<file path="config.mk">
export PLATFORM = sky130hd
export DESIGN_NAME = alu_issue_ctrl
export DESIGN_NICKNAME = d
export VERILOG_FILES = /design/src/rtl/alu_pkg.sv /design/src/rtl/alu_fun_decoder.sv /design/src/rtl/alu_issue_ctrl.sv
export SDC_FILE = /design/constraint.sdc
export NUM_CORES = 1
export LEC_CHECK = 0
export BUFFER_PORTS_ARGS = -buffer_cell sky130_fd_sc_hd__buf_2
export CORE_ASPECT_RATIO = 1.1
export CORE_UTILIZATION = 44
export DETAILED_ROUTE_END_ITERATION = 8
export PLACE_DENSITY = 0.89
export SYNTH_ARGS = -nofsm -noshare
export SYNTH_HDL_FRONTEND = slang
export SYNTH_SLANG_ARGS = --single-unit
</file>
<file path="constraint.sdc">
create_clock -name CLK -period 2.5 [get_ports CLK]
set_input_delay 0.375 -clock CLK [delete_from_list [all_inputs] [get_ports CLK]]
set_output_delay 0.375 -clock CLK [all_outputs]
set_load 0.01 [all_outputs]
</file>
<file path="src/rtl/alu_pkg.sv">
// Shared definitions for the ALU issue controller: unit codes, FSM states
// and the layout of the 4-bit function field.
package alu_pkg;

  localparam int NUM_UNITS = 4;

  localparam logic [1:0] UNIT_ARITH = 2'd0;
  localparam logic [1:0] UNIT_LOGIC = 2'd1;
  localparam logic [1:0] UNIT_CMP   = 2'd2;
  localparam logic [1:0] UNIT_SHIFT = 2'd3;

  localparam int FUN_W        = 4;
  localparam int FUN_UNIT_MSB = 3;
  localparam int FUN_UNIT_LSB = 2;
  localparam int FUN_SUB_MSB  = 1;
  localparam int FUN_SUB_LSB  = 0;

  typedef enum logic [1:0] {
    IDLE  = 2'd0,
    ISSUE = 2'd1,
    WAIT  = 2'd2,
    HOLD  = 2'd3
  } state_t;

endpackage

</file>
<file path="src/rtl/alu_fun_decoder.sv">
// Turns the unit-select field into a one-hot enable vector and the
// result/flag mux select.
module alu_fun_decoder
  import alu_pkg::*;
(
  input  logic [1:0]           unit_field,
  output logic [NUM_UNITS-1:0] unit_onehot,
  output logic [1:0]           unit_sel
);

  generate
    for (genvar gi = 0; gi < NUM_UNITS; gi++) begin : g_en
      assign unit_onehot[gi] = (unit_field == 2'(gi));
    end
  endgenerate

  assign unit_sel = unit_field;

endmodule

</file>
<file path="src/rtl/alu_issue_ctrl.sv">
// Issues one command at a time to the ALU units, waits for the selected
// unit's flag (or times out) and holds the result on a valid/ready output.
module alu_issue_ctrl
  import alu_pkg::*;
#(
  parameter int WIDTH    = 16,
  parameter int WAIT_MAX = 4
)
(
  input  logic             CLK,
  input  logic             RST,
  input  logic             IN_Valid,
  output logic             IN_Ready,
  input  logic [WIDTH-1:0] IN_A,
  input  logic [WIDTH-1:0] IN_B,
  input  logic [FUN_W-1:0] IN_FUN,
  output logic [WIDTH-1:0] A,
  output logic [WIDTH-1:0] B,
  output logic [1:0]       ALU_FUN,
  output logic             Arith_Enable,
  output logic             Logic_Enable,
  output logic             CMP_Enable,
  output logic             Shift_Enable,
  input  logic [WIDTH-1:0] Arith_OUT,
  input  logic [WIDTH-1:0] Logic_OUT,
  input  logic [WIDTH-1:0] CMP_OUT,
  input  logic [WIDTH-1:0] Shift_OUT,
  input  logic             Arith_Flag,
  input  logic             Logic_Flag,
  input  logic             CMP_Flag,
  input  logic             Shift_Flag,
  output logic             OUT_Valid,
  input  logic             OUT_Ready,
  output logic [WIDTH-1:0] OUT_Data,
  output logic [1:0]       OUT_Unit,
  output logic             OUT_Err
);

  localparam int CW = $clog2(WAIT_MAX + 1);

  state_t                 state_reg;
  logic [1:0]             unit_reg;
  logic [CW-1:0]          cnt_reg;
  logic [NUM_UNITS-1:0]   en_reg;
  logic [WIDTH-1:0]       a_reg;
  logic [WIDTH-1:0]       b_reg;
  logic [1:0]             fun_reg;
  logic [WIDTH-1:0]       data_reg;
  logic [1:0]             out_unit_reg;
  logic                   valid_reg;
  logic                   err_reg;

  logic [NUM_UNITS-1:0]   dec_onehot;
  logic [1:0]             dec_sel;
  logic [WIDTH-1:0]       unit_out [NUM_UNITS];
  logic [NUM_UNITS-1:0]   unit_flag;
  logic                   sel_flag;
  logic [WIDTH-1:0]       sel_data;
  logic                   accept;

  alu_fun_decoder u_dec (
    .unit_field  (IN_FUN[FUN_UNIT_MSB:FUN_UNIT_LSB]),
    .unit_onehot (dec_onehot),
    .unit_sel    (dec_sel)
  );

  assign unit_out[UNIT_ARITH]  = Arith_OUT;
  assign unit_out[UNIT_LOGIC]  = Logic_OUT;
  assign unit_out[UNIT_CMP]    = CMP_OUT;
  assign unit_out[UNIT_SHIFT]  = Shift_OUT;
  assign unit_flag[UNIT_ARITH] = Arith_Flag;
  assign unit_flag[UNIT_LOGIC] = Logic_Flag;
  assign unit_flag[UNIT_CMP]   = CMP_Flag;
  assign unit_flag[UNIT_SHIFT] = Shift_Flag;

  // Only the unit latched at accept is listened to; stray flags are ignored.
  assign sel_flag = unit_flag[unit_reg];
  assign sel_data = unit_out[unit_reg];

  assign IN_Ready = (state_reg == IDLE) | ((state_reg == HOLD) & OUT_Ready);
  assign accept   = IN_Valid & IN_Ready;

  always_ff @(posedge CLK or negedge RST) begin
    if (!RST) begin
      state_reg    <= IDLE;
      unit_reg     <= '0;
      cnt_reg      <= '0;
      en_reg       <= '0;
      a_reg        <= '0;
      b_reg        <= '0;
      fun_reg      <= '0;
      data_reg     <= '0;
      out_unit_reg <= '0;
      valid_reg    <= 1'b0;
      err_reg      <= 1'b0;
    end else begin
      case (state_reg)
        IDLE: ;
        ISSUE: begin
          en_reg    <= '0;
          cnt_reg   <= '0;
          state_reg <= WAIT;
        end
        WAIT: begin
          if (sel_flag) begin
            data_reg     <= sel_data;
            out_unit_reg <= unit_reg;
            err_reg      <= 1'b0;
            valid_reg    <= 1'b1;
            state_reg    <= HOLD;
          end else if (cnt_reg == CW'(WAIT_MAX - 1)) begin
            data_reg     <= '0;
            out_unit_reg <= unit_reg;
            err_reg      <= 1'b1;
            valid_reg    <= 1'b1;
            state_reg    <= HOLD;
          end else if (cnt_reg < CW'(WAIT_MAX)) begin
            cnt_reg <= cnt_reg + CW'(1);
          end
        end
        HOLD: begin
          if (OUT_Ready) begin
            valid_reg <= 1'b0;
            state_reg <= IDLE;
          end
        end
        default: state_reg <= IDLE;
      endcase

      // Accept from IDLE or HOLD; placed last so it overrides the HOLD->IDLE move.
      if (accept) begin
        a_reg     <= IN_A;
        b_reg     <= IN_B;
        fun_reg   <= IN_FUN[FUN_SUB_MSB:FUN_SUB_LSB];
        unit_reg  <= dec_sel;
        en_reg    <= dec_onehot;
        state_reg <= ISSUE;
      end
    end
  end

  assign A            = a_reg;
  assign B            = b_reg;
  assign ALU_FUN      = fun_reg;
  assign Arith_Enable = en_reg[UNIT_ARITH];
  assign Logic_Enable = en_reg[UNIT_LOGIC];
  assign CMP_Enable   = en_reg[UNIT_CMP];
  assign Shift_Enable = en_reg[UNIT_SHIFT];
  assign OUT_Valid    = valid_reg;
  assign OUT_Data     = data_reg;
  assign OUT_Unit     = out_unit_reg;
  assign OUT_Err      = err_reg;

endmodule
</file>
==> impl_metrics.ini, run 1 <==
[sta]
period_minus_slack_ns = 1.76
finalHoldViolations = 0
slew_headroom = 0.570
finalWorstSetupSlack_ns = 0.740
grt_setup_unrepaired = false
fin_crit_sh = 0.704
clock.fmax_mhz = 568
slew_viol_final = 0
tightestPinTransition_ns = 0.645
finalSetupTns_ns = 0
finClkSkew_ns = 0.0107
setup_viol = 0

[worst_setup_path]
worstSetupEndpointType = register
crit_path_start_kind = register
critPathArrivalTime_ns = 2.02
path_cells = mux4_2 > o21ai_4 > buf_4 > a22o_1
path_max_fanout = 10
cp.required_ns = 2.76
cp_top_family = multiplexers
path_buf_inv = 1
crit_type = reg2reg
cpPeakStageDelay_ns = 0.60
critPathSlowestCell = mux4_2

[logic_synthesis]
synth_top_family_by_area = multiplexers
yosys_warnings = 0
synth_edf_count = 0
synth_compound_area_frac = 0.0708
synth_most_common_cell = dfrtp_1
synth_adder_area_share = 0.00838
synth_cell_types = 31
syn-instance-count = 197
yosysTopAreaCell = dfrtp_1
syn_nets = 307
synth_top_area_frac = 0.545
synth-simple-area-share = 0.0528
synthFlopType = dfrtp_1
synth_area_sq_um = 2990
yosys-top-cells-area = dfrtp_1 54%, mux2_2 14%, mux4_2 7.5%
ys_seq_area_frac = 0.545
async_flop_share = 1.00
synth-xor-area-share = 0
syn_area_per_cell_sq_um = 15.2
ys_seq_elements = 65
synth_common_cells = 65 x dfrtp_1, 36 x mux2_2, 16 x a22o_1
synth_mux_area_frac = 0.294

[clock_network]
cts_buffers = 9
clock_tree.root_cell = clkbuf_8
htree_levels = 3
tritoncts = built
cts_buffer_depth = 2
clock_latency_ns = 0.32
post_cts_buffers = 0
path_clk_slew_ns = 0.07
post_cts_resized = 0
cts_hold_buf = 0
cts.sinks = 65

[floorplan]
ioPinCount = 167
core.rowCount = 31
core-area_sq_um = 6560
fp.dieH_um = 88.4
die_area_sq_um = 7120
die_w_um = 80.5
start_util = 0.455

[place]
dp_hpwl_mm = 5.29
place_inst = 438
io_buffers = 166
dp_slack_ns = 0.681
finalWeightedCongestion = 0.759

[route]
wl_per_cell_um = 15.3
dr.pass1.iters = 4
wirelength_mm = 6.92
drt_iter0_drc = 60
drtAntennaViolNets = 0
drc = 0
vias_per_cell = 5.16
num_vias = 2339

[global_routing]
grt_use_total = 0.200
grt-ovfl-total = 0
grt_pass1_wl_mm = 10.6
antenna_found_initial = 0
grt_max_degree = 41
grt_pass1_vias = 2341

[job]
drv_cap = 0

[cells_and_area]
drive_above_1_share = 0.636
fin_nets = 477
final_cells = 453
num_antenna_cells = 0
area_growth_pct = 37.5

[status]
status = completed

[worst_hold_path]
hold_path.class = in2async

[power]
ir_worst_vdd_uv = 617
leakage_nw = 2.09
power.density_nw_per_um2 = 1230
area by class of cell:
| cell class | instances | area (sq um) |
|---|---|---|
| fill | 532 | 2450 |
| sequential | 65 | 1630 |
| multi-input combinational | 117 | 1280 |
| timing repair buffer | 171 | 893 |
| clock buffer | 12 | 155 |
| tap | 82 | 103 |
| clock inverter | 3 | 40.0 |
| inverter | 3 | 11.3 |
cell usage in the layout (no fill, tap or decap), drive strengths merged, types with 2 or more instances in the layout:
| cell type | instances |
|---|---|
| a21oi | 2 |
| a22o | 16 |
| buf | 171 |
| clkbuf | 12 |
| clkinv | 2 |
| dfrtp | 65 |
| ha | 2 |
| inv | 3 |
| mux2 | 38 |
| mux2i | 4 |
| mux4 | 17 |
| nand2 | 12 |
| nand2b | 4 |
| nand3 | 2 |
| nor2 | 4 |
| nor3 | 3 |
| o211ai | 2 |
| o21ai | 3 |
final timing paths:
| check | start | to | slack, ns | depth (start not counted) |
|---|---|---|---|---|
| worst max-delay path | unit_reg[0] | OUT_Data[1] | 0.74 | 4 |
| worst min register to register | OUT_Unit[0] | OUT_Unit[0] | 0.49 | 1 |
| worst max register to register | unit_reg[0] | OUT_Data[1] | 0.74 | 4 |
| min in group CLK | IN_A[2] | A[2] | 0.28 | 2 |
| max in group asynchronous | RST | B[5] | 1.80 | 2 |
| worst min-delay path | RST | B[15] | 0.08 | 1 |
worst register-to-register path, delay by kind of cell (launching register included):
| family | cells | cell delay (ns) |
|---|---|---|
| buffers and inverters | 1 | 0.25 |
| DFF | 1 | 0.37 |
| AOI/OAI and AO/OA | 2 | 0.48 |
| muxes | 1 | 0.60 |
stage by stage:
stage	cell area, sq um	utilization	hold WS, ns	power (mW)
global route	4110	0.626	0.121	5.43
floorplan	2990	-	0.0794	3.42
detailed placement	3910	0.596	0.437	4.25
CTS	4110	0.626	0.0833	5.14
finish	4110	0.626	0.0816	5.06
global placement	3910	0.596	0.432	4.14
layer usage:
| layer | routed length, um | global-route usage | share of wire | vias up |
|---|---|---|---|---|
| li1 | - | - | - | 1083 |
| met1 | 2660 | 0.217 | 0.38 | 1140 |
| met2 | 3700 | 0.363 | 0.53 | 104 |
| met3 | 450 | 0.0536 | 0.065 | 12 |
| met4 | 109 | 0.0942 | 0.016 | 0 |
| met5 | 0 | 0 | 0 | - |
cells by family (layout without fill, tap and decap cells):
family	count (synthesis)	after routing
muxes	59	59
buffers and inverters	15	189
and+or+nand+nor	31	31
adders and majority gates	2	2
DFF	65	65
AOI/OAI and AO/OA	25	25
power breakdown:
group	switching [mW]	internal, mW
Combinational	1.10	1.25
Sequential	0.280	1.57
Clock	0.359	0.507
Power figures use the tool's default switching activity.
==> run 2, diff against run 1 <==
ABC_AREA = 1   (was not set)
CORE_UTILIZATION = 41   (was 44)
PLACE_DENSITY = 0.86   (was 0.89)
clock period = 1.4 ns   (was 2.5 ns; I/O delays follow)
==> run 2 against run 1 <==
Area after synthesis grew 4.1%. First-iteration DRC count increased to 3.0 times the previous value. Worst hold slack lost 0.020 ns. Via count is 40% higher. Worst setup slack worse by 0.73 ns. Critical path depth is 4 higher. Final area increased by 6.1%. Utilization shrank 1.8 points. Total power up 94%. Cell count up 44%. Non-clock buffer count up 14. Register-to-register slack worse by 0.73 ns. Critical path type unchanged. Critical endpoint is now OUT_Unit[1].
==> impl_metrics.ini, run 2 <==
[sta]
hold_slack_ns = 0.0618
finalWorstSetupSlack_ns = 0.0141
tightestPinTransition_ns = 0.338
clock.fmax_mhz = 722
finalSetupTns_ns = 0
period_minus_slack_ns = 1.39
grt_setup_unrepaired = true
finClkSkew_ns = 0.0113
slew_headroom = 0.775
fin_crit_sh = 0.990
setup_viol = 0
finalHoldViolations = 0
slew_viol_final = 0

[logic_synthesis]
synth_cell_types = 24
ys_seq_area_frac = 0.523
synth_area_sq_um = 3110
syn_area_per_cell_sq_um = 7.99
synth_edf_count = 0
syn-instance-count = 389
yosys_warnings = 0
synth_most_common_cell = nand2_1
synth_common_cells = 175 x nand2_1, 65 x dfrtp_1, 36 x o21ai_0
yosysTopAreaCell = dfrtp_1
synthFlopType = dfrtp_1
ys_seq_elements = 65
syn_nets = 499
synth_top_area_frac = 0.523
yosys-top-cells-area = dfrtp_1 52%, nand2_1 21%, o21ai_0 5.8%
async_flop_share = 1.00

[worst_setup_path]
r2r_start = cnt_reg[1]
timing.rr.end = OUT_Unit[1]
critPathArrivalTime_ns = 1.66
reg2reg_slack_ns = 0.01
reg2reg_depth = 8
worstSetupEndpointType = register
cp.required_ns = 1.67
crit_path_start_kind = register
path_max_fanout = 9
crit_type = reg2reg

[cells_and_area]
final_cells = 654
fin_nets = 674
multi_input_area_sq_um = 1320
num_antenna_cells = 0
final_cell_mix = 174 x nand2_1, 165 x buf_2, 62 x dfrtp_1, 35 x o21ai_0, 34 x nor2_1
regArea_sq_um = 1630
final_common_cell = nand2_1
area_growth_pct = 40.1
fillCellCount = 629
drive_above_1_share = 0.388

[floorplan]
start_util = 0.434
fp.dieH_um = 93.3
die_area_sq_um = 7940
core-area_sq_um = 7170
die_w_um = 85.0
core.rowCount = 32
ioPinCount = 167

[clock_network]
cts_buffer_depth = 2
path_clk_slew_ns = 0.07
cts.sinks = 65
cts_buffers = 9
clock_tree.root_cell = clkbuf_8
tritoncts = built
htree_levels = 3
clock_latency_ns = 0.34

[power]
ir_worst_vdd_uv = 904
p_comb_frac = 0.502
power_switching_mw = 4.10
intPower_mw = 5.70
power.density_nw_per_um2 = 2250
leakage_nw = 2.49
seq_power_share = 0.341
clkPwrFrac = 0.157
swShare = 0.418

[route]
drt_iter0_drc = 181
drtAntennaViolNets = 0
drc = 0
wirelength_mm = 8.69
dr.pass1.iters = 4
num_vias = 3285
vias_per_cell = 5.02
wl_per_cell_um = 13.3

[worst_hold_path]
hold_depth = 3
holdPathEnd = A[2]
min_from = IN_A[2]
hold_path.class = in2reg

[place]
dp_hpwl_mm = 6.14
io_buffers = 166
place_inst = 629
finalWeightedCongestion = 0.927
dp_slack_ns = -0.00828

[global_routing]
grt_pass1_vias = 3027
grt_pass1_wl_mm = 13.8
grt_max_degree = 66
grt_use_total = 0.224
grt-ovfl-total = 0
antenna_found_initial = 1

[job]
drv_cap = 0

[status]
status = completed
run 2: changes by cell type in the layout (fill, tap and decap cells not counted), sizes merged, moves of 12 or more:
cell	previous run	this run
nand2	12	179
nand3	2	14
nor2	4	36
mux4	17	0
mux2	38	0
a22o	16	0
buf	171	184
o21ai	3	40
o22ai	0	16
run 2: metrics by stage:
stage	power, mW	instance area (sq um)	util
CTS	9.54	4280	0.597
finish	9.80	4360	0.608
detailed placement	7.70	4000	0.558
global placement	7.51	4000	0.558
floorplan	6.17	3110	-
global route	10.6	4360	0.608
run 2: how the worst max path moves through the flow:
stage	start	endpoint	slack, ns	depth (start not counted)
floorplan	cnt_reg[0]	OUT_Valid	0.10	7
global placement	unit_reg[0]	OUT_Data[7]	0.09	5
detailed placement	cnt_reg[0]	cnt_reg[2]	-0.008	6
CTS	cnt_reg[0]	OUT_Data[7]	0.0002	8
global route	cnt_reg[1]	cnt_reg[1]	-0.04	7
finish	cnt_reg[1]	OUT_Unit[1]	0.01	8
run 2: layout make-up:
type | instances | area share
clock buffers | 13 | 0.0342
clock inverters | 3 | 0.00919
inverters | 12 | 0.0109
multi-input cells | 291 | 0.304
flip-flops and latches | 65 | 0.374
well taps | 85 | 0.0244
repair buffers | 185 | 0.243
run 2: worst max-delay path: stages (launching register included):
cell     delay, ns
dfrtp_1       0.40
ha_2          0.20
ha_2          0.18
inv_2         0.09
nand2_4       0.07
nand2_4       0.11
buf_12        0.13
nand2_1       0.07
nand2_1       0.07
run 2: power groups by stage:
stage	Clock (mW)	Combinational (mW)	Sequential, mW
2_1_floorplan	0	2.56	3.61
3_3_place_gp	0	4.21	3.30
3_5_place_dp	0	4.39	3.31
4_1_cts	1.58	4.64	3.32
5_1_grt	1.67	5.47	3.46
6_report	1.54	4.92	3.35
run 2: timing repair:
action	in CTS	in global routing
cloned	1	0
hold buffers	1	0
resized for setup	7	14
endpoints found under the setup margin	7	24
buffers inserted	4	3
pin swaps	2	5
endpoints found under the hold margin	65	0
run 2: logic make-up after synthesis:
logic type / synth area share
fa+ha+maj: 0.00805
flops: 0.523
buf+inv: 0.0656
simple gates: 0.301
compound gates: 0.103
run 2: routing by layer:
layer | GRT usage | part of all wire | vias up
met5 | 0 | 0.0015 | -
met4 | 0.112 | 0.031 | 2
met3 | 0.0565 | 0.086 | 25
met2 | 0.371 | 0.47 | 195
met1 | 0.273 | 0.41 | 1470
li1 | - | - | 1593
==> run 3, diff against run 2 <==
ABC_AREA = 0   (was 1)
CORE_UTILIZATION = 40   (was 41)
PLACE_DENSITY = 0.85   (was 0.86)
==> run 3 against run 2 <==
The flow now finishes with violations (DRC, setup timing). Largest power group unchanged. Sequential power is essentially flat. Utilization grew 5.1 points. Count of clock-buffer cells in the layout shrank 2.
==> impl_metrics.ini, run 3 (synthesis gave the netlist of run 1 again) <==
[worst_setup_path]
timing.rr.end = OUT_Data[12]
reg2reg_depth = 5
critPathArrivalTime_ns = 1.90
crit_type = reg2reg
path_max_fanout = 5
reg2reg_slack_ns = -0.23
critPathSlowestCell = mux4_2
r2r_start = unit_reg[0]
cp.required_ns = 1.66
endpoint = OUT_Data[12]
worstSetupEndpointType = register
crit_path_start_kind = register
crit_path_start = unit_reg[0]
path_cells = mux4_2 > o21ai_4 > buf_4 > buf_6 > a22o_1
cpPeakStageDelay_ns = 0.58

[cells_and_area]
final_cell_mix = 165 x buf_2, 63 x dfrtp_1, 37 x mux2_4, 21 x buf_4, 16 x a22o_1
multi_input_area_sq_um = 1460
final_common_cell = buf_2
fillCellCount = 532
fin_nets = 509
final_cell_area_sq_um = 4690
drive_above_1_share = 0.700
regArea_sq_um = 1630
num_antenna_cells = 0
area_growth_pct = 57.3

[power]
seq_power_share = 0.300
leakage_nw = 2.50
intPower_mw = 7.42
power.density_nw_per_um2 = 2360
p_comb_frac = 0.538
power_switching_mw = 3.65
clkPwrFrac = 0.162
swShare = 0.330
ir_worst_vdd_uv = 1120

[place]
io_buffers = 166
dp_hpwl_mm = 5.22
dpl_cell_area_sq_um = 4000
finalWeightedCongestion = 0.773

[global_routing]
grt_use_total = 0.203
grt_pass1_wl_mm = 12.1
grt_max_degree = 66
grt-ovfl-total = 0
grt_pass1_vias = 2555
antenna_found_initial = 0

[sta]
hold_slack_ns = 0.110
finalWorstSetupSlack_ns = -0.234
fin_crit_sh = 1.17
finalHoldViolations = 0
grt_setup_unrepaired = true
clock.fmax_mhz = 612
slew_viol_final = 0
slew_headroom = 0.769
period_minus_slack_ns = 1.63
setup_viol = 62
finClkSkew_ns = 0.0107
tightestPinTransition_ns = 0.347

[clock_network]
clock_tree.root_cell = clkbuf_8
cts_buffers = 9
htree_levels = 3
clock_latency_ns = 0.33
cts_buffer_depth = 2
path_clk_slew_ns = 0.07
cts.sinks = 65
tritoncts = built

[status]
status = finished with violations
violations = DRC, setup timing

[floorplan]
fp.dieH_um = 92.6
die_area_sq_um = 7810
die_w_um = 84.4
ioPinCount = 167
core-area_sq_um = 7130
core.rowCount = 32
start_util = 0.419

[route]
drc = 22
drt_iter0_drc = 130
wl_per_cell_um = 16.5
dr.pass1.iters = 7
num_vias = 2513
drtAntennaViolNets = 0
vias_per_cell = 5.14
wirelength_mm = 8.07

[job]
drv_cap = 0

[worst_hold_path]
min_from = IN_B[9]
hold_path.class = in2reg
==> run 3: cell count changes in the layout (fill, tap and decap cells not counted), moves of 11 or more <==
cell,before,now
nand2_1,174,10
nor2_1,34,3
mux2_4,0,37
mux4_2,0,11
o22ai_1,16,0
o21ai_0,35,2
a22o_1,0,16
==> run 3: per-layer routing <==
layer,vias to the layer above,GRT usage,wire length (um)
met4,0,0.0480,78
met1,1231,0.249,3290
met2,119,0.363,4230
met3,11,0.0499,469
met5,-,0,0
li1,1152,-,-
==> run 3: worst min path at each step <==
stage / to / slack, ns / cells after the start
finish: B[9] / 0.11 / 2
global placement: A[8] / 0.25 / 2
CTS: A[11] / 0.1 / 2
global route: B[4] / 0.1 / 2
detailed placement: A[3] / 0.26 / 2
floorplan: ALU_FUN[0] / -0.09 / 0
==> run 3: area by class of cell <==
class,instances,share of cell area
Clock inverter,5,0.0165
Inverter,3,0.00240
Multi-Input combinational cell,117,0.312
Sequential cell,65,0.347
Timing Repair Buffer,203,0.267
Clock buffer,11,0.0322
Tap cell,85,0.0227
==> run 3: timing repair <==
item / CTS / global route
cloned: 4 / 1
endpoints found under the setup margin: 65 / 64
setup buffers: 14 / 5
hold buffers: 1 / 0
gates resized for setup: 40 / 43
endpoints found under the hold margin: 65 / 0
pin swaps: 12 / 3
==> run 3: through the flow <==
step,power [mW],worst slack [ns],cells,util,setup TNS (ns)
after floorplan,6.20,-0.345,197,-,-6.50
after global placement,7.60,-0.204,452,0.562,-4.50
after detailed placement,7.79,-0.245,452,0.562,-7.19
after CTS,10.7,-0.230,487,0.645,-5.82
after global routing,11.7,-0.300,489,0.659,-10.47
final,11.1,-0.234,489,0.659,-6.91
==> run 3: power by group through the flow <==
| stage | Sequential [mW] | Clock [mW] | Combinational, mW |
|---|---|---|---|
| after floorplan | 3.68 | 0 | 2.53 |
| after global placement | 3.28 | 0 | 4.32 |
| after detailed placement | 3.31 | 0 | 4.48 |
| after CTS | 3.29 | 1.85 | 5.59 |
| after global routing | 3.44 | 1.93 | 6.35 |
| final | 3.33 | 1.79 | 5.95 |
==> run 3: worst max-delay path, delay by kind of cell (launching register included) <==
family | cells | cell delay [ns]
flops | 1 | 0.37
buf+inv | 2 | 0.26
compound gates | 2 | 0.36
mux | 1 | 0.58
